File: src/rtl/rx_line_buffer.sv
// Line-assembly buffer: collects received bytes, applies backspace editing and releases whole
// lines on the terminator. Optional echo of buffer-changing bytes via `define LINEBUF_ECHO_EN.
module rx_line_buffer #(
    parameter int         DEPTH     = 32,
    parameter logic [7:0] LINE_TERM = 8'h0D
) (
    input  logic       clk,
    input  logic       reset,
    input  logic [7:0] din,
    input  logic       din_valid,
    output logic [7:0] dout,
    output logic       dout_valid,
    output logic       dout_last,
    input  logic       dout_ready,
    output logic       line_ready,
    output logic       overflow
`ifdef LINEBUF_ECHO_EN
    ,
    output logic [7:0] echo_byte,
    output logic       echo_valid
`endif
);
    localparam int ADDR_W = $clog2(DEPTH);
    localparam int PW     = ADDR_W + 1;

    typedef enum logic {ACCEPT, DISCARD} state_t;

    state_t          r_state, w_state_nxt;
    logic [PW-1:0]   r_wr_ptr, r_cm_ptr, r_rd_ptr, r_line_cnt;
    logic [8:0]      r_mem [DEPTH];
    logic            r_overflow;

    logic            w_is_term, w_is_bs, w_partial, w_full;
    logic            w_store, w_commit, w_bksp, w_drop;
    logic            w_xfer, w_rd_last;
    logic [PW-1:0]   w_used, w_wr_prev;
    logic [8:0]      w_head;

    assign w_is_term = (din == LINE_TERM);
    assign w_is_bs   = (din == 8'h08) || (din == 8'h7F);
    assign w_partial = (r_wr_ptr != r_cm_ptr);
    assign w_used    = r_wr_ptr - r_rd_ptr;
    assign w_full    = (w_used == PW'(DEPTH));
    assign w_wr_prev = r_wr_ptr - 1'b1;

    always_comb begin
        w_state_nxt = r_state;
        w_store     = 1'b0;
        w_commit    = 1'b0;
        w_bksp      = 1'b0;
        w_drop      = 1'b0;
        case (r_state)
            ACCEPT: begin
                if (din_valid) begin
                    if (w_is_term) begin
                        w_commit = w_partial;
                    end else if (w_is_bs) begin
                        w_bksp = w_partial;
                    end else if (w_full) begin
                        w_drop      = 1'b1;
                        w_state_nxt = DISCARD;
                    end else begin
                        w_store = 1'b1;
                    end
                end
            end
            DISCARD: begin
                if (din_valid && w_is_term) w_state_nxt = ACCEPT;
            end
            default: w_state_nxt = ACCEPT;
        endcase
    end

    // Head entry is masked while invalid so outputs read as zero after reset.
    assign w_head     = r_mem[r_rd_ptr[ADDR_W-1:0]];
    assign dout_valid = (r_rd_ptr != r_cm_ptr);
    assign dout       = dout_valid ? w_head[7:0] : 8'h00;
    assign dout_last  = dout_valid & w_head[8];
    assign w_xfer     = dout_valid & dout_ready;
    assign w_rd_last  = w_xfer & w_head[8];
    assign line_ready = (r_line_cnt != '0);
    assign overflow   = r_overflow;

    always_ff @(posedge clk or posedge reset) begin
        if (reset) begin
            r_state    <= ACCEPT;
            r_wr_ptr   <= '0;
            r_cm_ptr   <= '0;
            r_rd_ptr   <= '0;
            r_line_cnt <= '0;
            r_overflow <= 1'b0;
        end else begin
            r_state    <= w_state_nxt;
            r_overflow <= w_drop;
            if (w_store)     r_wr_ptr <= r_wr_ptr + 1'b1;
            else if (w_bksp) r_wr_ptr <= w_wr_prev;
            else if (w_drop) r_wr_ptr <= r_cm_ptr;
            if (w_commit) r_cm_ptr <= r_wr_ptr;
            if (w_xfer)   r_rd_ptr <= r_rd_ptr + 1'b1;
            case ({w_commit, w_rd_last})
                2'b10:   r_line_cnt <= r_line_cnt + 1'b1;
                2'b01:   r_line_cnt <= r_line_cnt - 1'b1;
                default: r_line_cnt <= r_line_cnt;
            endcase
        end
    end

    // Storage is not reset; pointers alone define what is valid.
    always_ff @(posedge clk) begin
        if (w_store)  r_mem[r_wr_ptr[ADDR_W-1:0]] <= {1'b0, din};
        if (w_commit) r_mem[w_wr_prev[ADDR_W-1:0]][8] <= 1'b1;
    end

`ifdef LINEBUF_ECHO_EN
    logic [7:0] r_echo_byte;
    logic       r_echo_valid;

    always_ff @(posedge clk or posedge reset) begin
        if (reset) begin
            r_echo_byte  <= 8'h00;
            r_echo_valid <= 1'b0;
        end else begin
            r_echo_valid <= w_store | w_commit | w_bksp;
            if (w_store | w_commit | w_bksp) r_echo_byte <= din;
        end
    end

    assign echo_byte  = r_echo_byte;
    assign echo_valid = r_echo_valid;
`endif
endmodule

File: config.mk
export PLATFORM = sky130hd
export DESIGN_NAME = rx_line_buffer
export DESIGN_NICKNAME = d
export VERILOG_FILES = /design/src/rtl/rx_line_buffer.sv
export SDC_FILE = /design/constraint.sdc
export NUM_CORES = 1
export LEC_CHECK = 0
export ABC_AREA = 1
export BUFFER_PORTS_ARGS = -buffer_cell sky130_fd_sc_hd__buf_2
export CORE_MARGIN = 5
export CORE_UTILIZATION = 40
export CTS_BUF_LIST = sky130_fd_sc_hd__clkbuf_8 sky130_fd_sc_hd__clkbuf_16
export DETAILED_ROUTE_END_ITERATION = 8
export SYNTH_ARGS = -nofsm -noshare
export SYNTH_HDL_FRONTEND = slang
export SYNTH_SLANG_ARGS = --single-unit
File: constraint.sdc
create_clock -name clk -period 3.55 [get_ports clk]
set_input_delay 0.355 -clock clk [delete_from_list [all_inputs] [get_ports clk]]
set_output_delay 0.355 -clock clk [all_outputs]
set_load 0.03 [all_outputs]
==> flow_summary.json <==
{
  "status": "completed",
  "yosysUniqueCellTypes": 37,
  "layout-drive-gt1-share_pct": 14.4,
  "gp_congestion": 0.849,
  "hpwl_mm": 21.1,
  "critPathMaxFanout": 67,
  "setup_viol": 0,
  "r2r_start": "r_rd_ptr[1]",
  "static-leakage-power_uw": 0.00574,
  "cts_max_level": 2,
  "drv_slew": 0,
  "core_area_sq_um": 35300,
  "cts_buffers": 35,
  "clock_latency_ns": 0.50,
  "cts.sinks": 314,
  "layout_commonest_cell": "edfxtp_1",
  "vias": 9751,
  "worstHoldStart": "dout_ready",
  "reg2reg_slack_ns": 0.35,
  "wl_mm": 34.9,
  "hold_depth": 3,
  "clock_path_buffers": 3,
  "synth_edf_count": 288,
  "syn2layout_area_growth_pct": 13.1,
  "ys_seq_elements": 314,
  "die_h_um": 199,
  "synth.top_cell.area_share_pct": 60.8,
  "drtPass1Iterations": 5,
  "grt_pass1_vias": 9335,
  "power_uw": 13200,
  "rsz0062_at_grt": "no",
  "clock.fmax_mhz": 298,
  "grt_max_degree": 81,
  "fin_tns_setup_ns": 0,
  "critPathLaunchType": "flip-flop",
  "min_period_ns": 3.35,
  "overflow": 0,
  "antenna_found_initial": 1,
  "worstMarginPinSlew_ns": 0.801,
  "ys_async_sr_fraction_pct": 8.28,
  "first_iter_violations": 788,
  "powerDensity_nw_per_um2": 820,
  "hold_viol": 0,
  "drc": 0,
  "syn-cell-area_sq_um": 14200,
  "root_buffer": "clkbuf_16",
  "cts.clk_slew.worst_paths_ns": 0.05,
  "ys_seq_area_share_pct": 65.4,
  "worstPathRequired_ns": 3.19,
  "nets": 1351,
  "ff2ff_path_depth": 11,
  "ioPinCount": 24,
  "criticalPathCategory": "flip-flop to output port",
  "final_cell_mix": "288 x edfxtp_1, 217 x nor2_1, 166 x nand2_1, 161 x o21ai_0, 62 x buf_4",
  "cts_tree": "done",
  "syn-num-nets": 1306,
  "row_count": 69,
  "wire_per_inst_um": 19.2,
  "r2r-end": "r_mem[18][8]",
  "fin_skew_ns": 0.0100,
  "portBuffers": 23,
  "n_antenna_cell": 0,
  "ys.flop_type": "edfxtp_1",
  "grt_pass1_wl_mm": 54.5,
  "drtAntennaViolNets": 0,
  "synthTopCellsByArea": "edfxtp_1 61%, nor2_1 5.8%, o21ai_0 5.7%, dfrtp_1 4.6%, nand2_1 4.4%",
  "hp-class": "input port to flip-flop",
  "finalCritPeriodShare_pct": 94.5,
  "grt.total_usage_pct": 17.7,
  "utilization_pct": 45.6,
  "peakVddDrop_mv": 0.899,
  "cp-end-kind": "output port",
  "fill_cells": 3202,
  "vias_per_cell": 5.38,
  "drv_cap": 0,
  "cp.arrival_ns": 3.00,
  "syn-instance-count": 1283,
  "hold_end": "r_rd_ptr[0]",
  "synth_area_per_cell_sq_um": 11.1,
  "slew_headroom_pct": 46.3,
  "ys_warn_count": 0,
  "start_util_pct": 40.3,
  "yosysTopAreaCell": "edfxtp_1",
  "dieArea_sq_um": 39400,
  "die_width_um": 199
}
-- flip-flops by register name (all words and copies together) (netlist names) --
register / count
overflow: 1
r_rd_ptr: 6
r_cm_ptr: 6
r_mem: 288
r_wr_ptr: 6
r_state: 1
r_line_cnt: 6
-- area by class of cell --
class | count | area (sq um) | area share, %
Clock inverter | 25 | 138 | 0.856
Multi-Input combinational cell | 835 | 4350 | 27.0
Timing Repair Buffer | 89 | 637 | 3.96
Sequential cell | 314 | 9300 | 57.8
Inverter | 53 | 209 | 1.30
Tap cell | 461 | 577 | 3.59
Clock buffer | 35 | 876 | 5.44
-- worst max-delay path, stage by stage (launching register included) --
cell      delay, ns
dfrtp_4        0.61
inv_6          0.28
buf_12         0.30
nor2_1         0.08
o211ai_1       0.21
nand3_1        0.18
nand3_1        0.17
nor2_1         0.06
nor2_1         0.30
buf_2          0.27
-- Yosys cell counts, types with 5 or more instances --
cell / n
edfxtp_1: 288
nor2_1: 220
nand2_1: 166
o21ai_0: 161
nand3_1: 57
nor3_1: 46
clkbuf_1: 45
inv_1: 42
o22ai_1: 40
o211ai_1: 33
dfrtp_1: 26
nor3_2: 22
xor2_1: 18
buf_2: 17
a21oi_1: 11
ha_1: 11
nand2_4: 9
nand3_4: 9
buf_1: 8
buf_6: 7
nand4_1: 7
inv_2: 6
nand2_2: 5
-- where the power goes --
group          switching (uW)  internal (uW)  leakage (uW)  total, uW
clock                    1380           1860      0.000536       3230
combinational            3810           1600       0.00224       5400
sequential                263           4290       0.00297       4560
total                    5450           7750       0.00574      13200
-- per-layer routing --
| metal | part of all wire [%] | track usage (%) | vias up |
|---|---|---|---|
| li1 | - | - | 4651 |
| met1 | 46 | 26.3 | 4752 |
| met2 | 46 | 28.1 | 311 |
| met3 | 6.6 | 2.47 | 37 |
| met4 | 1.5 | 3.75 | 0 |
| met5 | 0 | 0 | - |
-- worst max path at each step --
stage                startpoint             to
floorplan           r_rd_ptr[0]  r_line_cnt[4]
global placement    r_rd_ptr[0]        dout[0]
detailed placement  r_rd_ptr[0]  r_line_cnt[4]
CTS                 r_rd_ptr[0]        dout[0]
global route        r_rd_ptr[0]        dout[0]
finish              r_rd_ptr[0]        dout[0]
-- stage by stage --
step	hold slack (ns)	cell area, sq um	setup slack, ns	cells
after floorplan	0.395	14200	0.478	1283
after global placement	0.442	15000	0.329	1749
after detailed placement	0.444	15000	0.267	1749
after CTS	0.151	16100	0.00215	1810
after global routing	0.202	16100	0.00251	1812
final	0.173	16100	0.196	1812
-- timing repair --
| action | CTS | global route |
|---|---|---|
| setup buffers | 0 | 2 |
| hold buffers | 1 | 0 |
| endpoints found under the setup margin | 4 | 8 |
| gates resized for setup | 3 | 7 |
| hold endpoints to repair | 26 | 0 |
-- kinds of logic after synthesis --
family	synth area share (%)
AOI/OAI and AO/OA	9.74
adders and majority gates	0.967
xor gates and xnor gates	1.35
and+or+nand+nor	18.4
DFF	65.4
buffers and inverters	4.17
Note: power is estimated with default switching activity, not from simulation.
